`config.mk`:
```
export PLATFORM = sky130hd
export DESIGN_NAME = multichannel_calibration
export DESIGN_NICKNAME = d
export VERILOG_FILES = /design/src/rtl/multichannel_calibration.sv
export SDC_FILE = /design/constraint.sdc
export NUM_CORES = 1
export LEC_CHECK = 0
export ABC_AREA = 1
export CAP_MARGIN = 10
export CORE_ASPECT_RATIO = 1.1
export CORE_UTILIZATION = 57
export DETAILED_ROUTE_END_ITERATION = 7
export PLACE_DENSITY = 0.88
export SLEW_MARGIN = 40
export SYNTH_ARGS = -nofsm -noshare
export SYNTH_HDL_FRONTEND = slang
export SYNTH_SLANG_ARGS = --single-unit
```
`constraint.sdc`:
```
create_clock -name clock -period 7.1 [get_ports clock]
set_input_delay 1.42 -clock clock [delete_from_list [all_inputs] [get_ports clock]]
set_output_delay 1.42 -clock clock [all_outputs]
set_load 0.005 [all_outputs]
```
`src/rtl/multichannel_calibration.sv`:
```
// multichannel_calibration
//
// Per-channel offset/gain correction of a tagged sample stream. Two pipeline
// stages move together on a single advance enable:
//   stage 1 : s1  = sat(in_data + offset[ch]); gain[ch] and tag latched with it
//   stage 2 : out = gain_enable ? sat(round(s1 * gain)) : s1
// Coefficients live in a small register file written through cal_we/cal_address/
// cal_data, address = {channel, field} with field 0 = offset, field 1 = gain.
//
// Ports
//   clock, reset            sole clock, asynchronous active-high reset
//   in_data/in_channel      signed sample and its channel tag
//   in_valid/in_ready       input handshake (in_ready = advance, forced high on flush)
//   out_data/out_channel    calibrated sample and tag
//   out_saturated           stage-1 or stage-2 clamp hit this sample
//   out_valid/out_ready     output handshake
//   cal_we/cal_address/cal_data  coefficient writes
//   gain_enable             apply the stage-2 gain multiply
//   pipeline_flush          synchronous drop of all in-flight samples
//   sat_count               saturating count of saturated output handshakes

module multichannel_calibration #(
    parameter int DATA_PATH_WIDTH = 16,
    parameter int N_CHANNELS      = 4,
    parameter int CH_W            = (N_CHANNELS > 1) ? $clog2(N_CHANNELS) : 1,
    parameter int GAIN_FRAC_BITS  = 12
) (
    input  logic                              clock,
    input  logic                              reset,
    input  logic signed [DATA_PATH_WIDTH-1:0] in_data,
    input  logic [CH_W-1:0]                   in_channel,
    input  logic                              in_valid,
    output logic                              in_ready,
    output logic signed [DATA_PATH_WIDTH-1:0] out_data,
    output logic [CH_W-1:0]                   out_channel,
    output logic                              out_saturated,
    output logic                              out_valid,
    input  logic                              out_ready,
    input  logic                              cal_we,
    input  logic [CH_W:0]                     cal_address,
    input  logic [15:0]                       cal_data,
    input  logic                              gain_enable,
    input  logic                              pipeline_flush,
    output logic [15:0]                       sat_count
);

    localparam int W  = DATA_PATH_WIDTH;
    // product of W-bit signed and 17-bit (zero-extended) gain plus rounding headroom
    localparam int PW = DATA_PATH_WIDTH + 18;

    localparam logic signed [W-1:0] SMAX     = {1'b0, {(W-1){1'b1}}};
    localparam logic signed [W-1:0] SMIN     = {1'b1, {(W-1){1'b0}}};
    localparam logic [15:0]         GAIN_ONE = 16'(32'd1 << GAIN_FRAC_BITS);
    localparam logic [PW-1:0]       RND      = PW'(64'd1 << (GAIN_FRAC_BITS - 1));

    // ---------------- coefficient register file ----------------
    logic signed [W-1:0] offset_q [N_CHANNELS];
    logic [15:0]         gain_q   [N_CHANNELS];

    logic [CH_W-1:0]     cal_ch;
    logic                cal_field;
    logic                cal_ch_ok;
    logic signed [W-1:0] cal_off;

    assign cal_ch    = cal_address[CH_W:1];
    assign cal_field = cal_address[0];
    assign cal_ch_ok = ({1'b0, cal_ch} < (CH_W+1)'(N_CHANNELS));

    generate
        if (W <= 16) begin : g_off_narrow
            assign cal_off = cal_data[W-1:0];
        end else begin : g_off_wide
            assign cal_off = {{(W-16){cal_data[15]}}, cal_data};
        end
    endgenerate

    always_ff @(posedge clock or posedge reset) begin
        if (reset) begin
            for (int i = 0; i < N_CHANNELS; i++) begin
                offset_q[i] <= '0;
                gain_q[i]   <= GAIN_ONE;
            end
        end else if (cal_we && cal_ch_ok) begin
            if (!cal_field) offset_q[cal_ch] <= cal_off;
            else            gain_q[cal_ch]   <= cal_data;
        end
    end

    // ---------------- pipeline registers ----------------
    logic                s1_valid_q;
    logic signed [W-1:0] s1_data_q;
    logic [15:0]         s1_gain_q;
    logic [CH_W-1:0]     s1_ch_q;
    logic                s1_sat_q;

    logic                out_valid_q;
    logic signed [W-1:0] out_data_q;
    logic [CH_W-1:0]     out_ch_q;
    logic                out_sat_q;
    logic [15:0]         sat_count_q;

    logic advance;
    assign advance  = ~out_valid_q | out_ready;
    // flush empties everything, so the input side is always free during it
    assign in_ready = advance | pipeline_flush;

    // ---------------- stage 1: offset add ----------------
    logic                in_ch_ok;
    logic signed [W-1:0] off_sel;
    logic [15:0]         gain_sel;
    logic [W:0]          sum1;
    logic                s1_sat_d;
    logic signed [W-1:0] s1_data_d;

    assign in_ch_ok = ({1'b0, in_channel} < (CH_W+1)'(N_CHANNELS));

    always_comb begin
        off_sel  = '0;
        gain_sel = GAIN_ONE;
        if (in_ch_ok) begin
            off_sel  = offset_q[in_channel];
            gain_sel = gain_q[in_channel];
        end
        sum1      = {in_data[W-1], in_data} + {off_sel[W-1], off_sel};
        // overflow when the extra sign bit disagrees with the result sign
        s1_sat_d  = sum1[W] ^ sum1[W-1];
        s1_data_d = s1_sat_d ? (sum1[W] ? SMIN : SMAX) : sum1[W-1:0];
    end

    // ---------------- stage 2: gain multiply ----------------
    logic signed [PW-1:0] prod;
    logic signed [PW-1:0] rnd_sum;
    logic signed [PW-1:0] shifted;
    logic [PW-W:0]        hi;
    logic                 g_fits;
    logic signed [W-1:0]  g_data;
    logic signed [W-1:0]  s2_data_d;
    logic                 s2_sat_d;

    always_comb begin
        prod    = PW'(s1_data_q) * PW'($signed({1'b0, s1_gain_q}));
        rnd_sum = prod + $signed(RND);
        shifted = rnd_sum >>> GAIN_FRAC_BITS;
        // result fits in W bits when everything from bit W-1 upward is sign copy
        hi      = shifted[PW-1:W-1];
        g_fits  = (&hi) | ~(|hi);
        g_data  = g_fits ? shifted[W-1:0] : (shifted[PW-1] ? SMIN : SMAX);

        s2_data_d = s1_data_q;
        s2_sat_d  = s1_sat_q;
        if (gain_enable) begin
            s2_data_d = g_data;
            s2_sat_d  = s1_sat_q | ~g_fits;
        end
    end

    always_ff @(posedge clock or posedge reset) begin
        if (reset) begin
            s1_valid_q  <= 1'b0;
            s1_data_q   <= '0;
            s1_gain_q   <= GAIN_ONE;
            s1_ch_q     <= '0;
            s1_sat_q    <= 1'b0;
            out_valid_q <= 1'b0;
            out_data_q  <= '0;
            out_ch_q    <= '0;
            out_sat_q   <= 1'b0;
            sat_count_q <= '0;
        end else begin
            if (out_valid_q && out_ready && out_sat_q && (sat_count_q != 16'hFFFF))
                sat_count_q <= sat_count_q + 16'd1;

            if (pipeline_flush) begin
                s1_valid_q  <= 1'b0;
                out_valid_q <= 1'b0;
            end else if (advance) begin
                s1_valid_q <= in_valid;
                if (in_valid) begin
                    s1_data_q <= s1_data_d;
                    s1_gain_q <= gain_sel;
                    s1_ch_q   <= in_channel;
                    s1_sat_q  <= s1_sat_d;
                end
                out_valid_q <= s1_valid_q;
                if (s1_valid_q) begin
                    out_data_q <= s2_data_d;
                    out_ch_q   <= s1_ch_q;
                    out_sat_q  <= s2_sat_d;
                end
            end
        end
    end

    assign out_valid     = out_valid_q;
    assign out_data      = out_data_q;
    assign out_channel   = out_ch_q;
    assign out_saturated = out_sat_q;
    assign sat_count     = sat_count_q;

endmodule

```
==> results.sh <==
export IMPL_status="complete, no violations"
export IMPL_cts_num_sinks=200
export IMPL_start_util_pct=58.3
export IMPL_period_share_pct=93.4
export IMPL_yosys_top_cells_area="dfrtp_1 (26%), fa_1 (21%), nand2_1 (14%), inv_1 (9.4%), ha_1 (9.0%)"
export IMPL_synthCells=2496
export IMPL_syn_cell_area_sq_um=19000
export IMPL_startpoint_type="flip-flop"
export IMPL_gr_total_overflow=0
export IMPL_clockRootBuffer="clkbuf_16"
export IMPL_port_buffers=80
export IMPL_yosysTopAreaCellShare_pct=25.7
export IMPL_die_area_sq_um=34100
export IMPL_hold_violations=0
export IMPL_setup_viol_count_final=0
export IMPL_hold_slack_ns=0.477
export IMPL_finalCriticalPeriod_ns=6.63
export IMPL_avgSynthCellArea_sq_um=7.61
export IMPL_finClkSkew_ns=0.0203
export IMPL_multi_input_area_sq_um=11700
export IMPL_tritoncts="yes"
export IMPL_gp_congestion=0.955
export IMPL_tns_ns=0
export IMPL_initialDrtViolationCount=1524
export IMPL_rsz0062_at_grt="no"
export IMPL_vias=16200
export IMPL_htreeDepth=4
export IMPL_postRouteAntennaNets=0
export IMPL_cp_max_fo=15
export IMPL_numCtsBuffers=17
export IMPL_synth_distinct_cells=43
export IMPL_routed_via_density=5.52
export IMPL_hp_class="flip-flop to flip-flop"
export IMPL_drv_slew=0
export IMPL_clk_pin_slew_ns=0.08
export IMPL_maxCapViolCount=0
export IMPL_die_w_microns=176
export IMPL_fin_nets=2875
export IMPL_place_hpwl_microns=37800
export IMPL_wirelength_microns=49100
export IMPL_grt_pass1_wl_microns=80200
export IMPL_yosys_warnings=0
export IMPL_fill_cells=2647
export IMPL_drt_pass1_iter_count=6
export IMPL_clock_path_buffers=2
export IMPL_worst_slew_pin_slew_ns=0.851
export IMPL_required_ns=7.44
export IMPL_grt_pass1_vias=16200
export IMPL_fmaxAchievable_mhz=151
export IMPL_track_usage_pct=29.7
export IMPL_antenna_found_initial=0
export IMPL_fin_area_sq_um=20600
export IMPL_boundaryPins=81
export IMPL_criticalPathCategory="flip-flop to flip-flop"
export IMPL_synth_top_area_cell="dfrtp_1"
export IMPL_place_area_sq_um=20000
export IMPL_rows=69
export IMPL_grt_max_degree=134
export IMPL_cts_resized=0
export IMPL_insertion_delay_ns=0.45
export IMPL_antennaDiodeCount=0
export IMPL_postCtsSetupBuffers=0
export IMPL_arrival_ns=6.97
export IMPL_slew_headroom_pct=43.3
export IMPL_drt_wirelength_per_cell_microns=16.7
export IMPL_regArea_sq_um=5010
export IMPL_ys_ff_latch=200
export IMPL_hold_buffers=0
export IMPL_drive_gt1_share_pct=4.78
export IMPL_ys_seq_area_share_pct=26.4
export IMPL_die_h_microns=193
export IMPL_end_kind="flip-flop"
export IMPL_syn_nets=2872
export IMPL_core_area_sq_um=32500
export IMPL_syn2layout_area_growth_pct=8.63
export IMPL_drc_errors=0
[worst max-delay path: stages (launching register included)]
cell     delay, ns
dfrtp_1       0.53
inv_1         0.36
or2_2         0.40
fa_1          0.46
fa_1          0.49
inv_1         0.05
fa_1          0.53
fa_1          0.44
fa_1          0.49
inv_1         0.05
fa_1          0.48
inv_1         0.05
ha_1          0.36
nand2_1       0.17
nor2_1        0.22
a21oi_1       0.10
nand2_1       0.17
nand2_1       0.15
nand2_1       0.11
nand2_1       0.06
nand2_1       0.13
nand2_1       0.15
nand2_2       0.31
nand2_1       0.13
nand2_1       0.09
nand2_1       0.05
[Yosys cell counts, drive strengths merged]
library cell	n
nor4	3
and2	1
dfrtp	195
o21ai	199
o31ai	2
nor2	188
nand2	740
fa	195
nand4	5
a32oi	1
nand3	56
nor3	10
o21a	1
a31oi	8
inv	481
o211ai	5
ha	137
xor2	27
clkinv	1
buf	18
a21boi	2
o22ai	26
or2	3
a21o	1
xnor2	15
dfstp	5
o21bai	5
clkbuf	104
a21oi	62
[cell families (layout without fill, tap and decap cells)]
family / after synthesis / in the layout / share of synthesized area [%]
compound gates: 312 / 312 / 8.70
xor+xnor: 42 / 42 / 1.94
fa+ha+maj: 332 / 332 / 29.6
buf+inv: 604 / 620 / 12.2
flops: 200 / 200 / 26.4
simple gates: 1006 / 1006 / 21.2
[final cells by class]
type / instances / share of cell area, %
clock inverter: 15 / 0.758
sequential: 200 / 24.3
timing repair buffer: 106 / 4.82
tap: 426 / 2.58
multi-input combinational: 1692 / 56.7
clock buffer: 17 / 2.06
inverter: 482 / 8.83
[metal layers]
layer  vias to the layer above  part of all wire [%]  track usage [%]
li1                       7520                     -                -
met1                      7772                    39             38.0
met2                       762                    49             49.8
met3                       173                   6.9             3.77
met4                         0                   4.8             14.1
met5                         -                     0                0
[metrics by stage]
step / util (%) / cells / setup slack (ns)
after floorplan: - / 2496 / 0.234
after global placement: 61.5 / 2906 / 0.644
after detailed placement: 61.6 / 2906 / 0.583
after CTS: 63.4 / 2938 / 0.539
after global routing: 63.4 / 2938 / 0.0193
final: 63.4 / 2938 / 0.469
[final timing paths]
| check | startpoint | end | slack [ns] | depth (start not counted) |
|---|---|---|---|---|
| worst max-delay path | s1_data_q[15] | out_data[11] | 0.47 | 25 |
| worst min-delay path | out_channel[0] | out_channel[0] | 0.48 | 2 |
| worst max register to register | s1_data_q[15] | out_data[11] | 0.47 | 25 |
| worst min register to register | out_channel[0] | out_channel[0] | 0.48 | 2 |
| max in group asynchronous | reset | gain_q[34] | 4.48 | 3 |
| min in group asynchronous | reset | offset_q[46] | 1.54 | 2 |
[sequential cells by signal, summed over array words and instances (netlist names)]
register and count:
gain_q 64, offset_q 64, out_data 16, s1_data_q 16
s1_gain_q 16, sat_count 16, out_channel 2, s1_ch_q 2
out_saturated 1, out_valid 1, s1_sat_q 1, s1_valid_q 1
[layout by cell type, fill, tap and decap left out, types with 2 or more instances in the layout]
master | synthesis | final
inv_8 | 0 | 7
o21ai_0 | 196 | 196
inv_2 | 3 | 5
nor3_1 | 10 | 9
nand2_4 | 3 | 3
o22ai_1 | 26 | 26
nand3_2 | 1 | 2
nor2_4 | 4 | 4
dfstp_2 | 5 | 5
nand2_1 | 715 | 709
o21bai_1 | 5 | 5
dfrtp_1 | 195 | 195
xor2_1 | 27 | 27
o211ai_1 | 5 | 5
fa_1 | 195 | 195
nand4_1 | 5 | 5
o31ai_1 | 2 | 2
nor2_2 | 7 | 7
a31oi_1 | 8 | 8
ha_1 | 137 | 137
nor2_1 | 177 | 177
clkdlybuf4s50_1 | 0 | 79
clkinv_8 | 0 | 2
clkbuf_16 | 0 | 17
nand3_1 | 55 | 54
nor4_1 | 2 | 2
xnor2_1 | 15 | 15
buf_4 | 2 | 25
clkinvlp_4 | 0 | 3
inv_1 | 478 | 476
o21ai_1 | 3 | 3
or2_2 | 3 | 3
a21oi_1 | 61 | 61
nand2_2 | 22 | 28
Power is not shown: default switching activity piles up to over one toggle a cycle in this logic, so the estimate is an artifact.
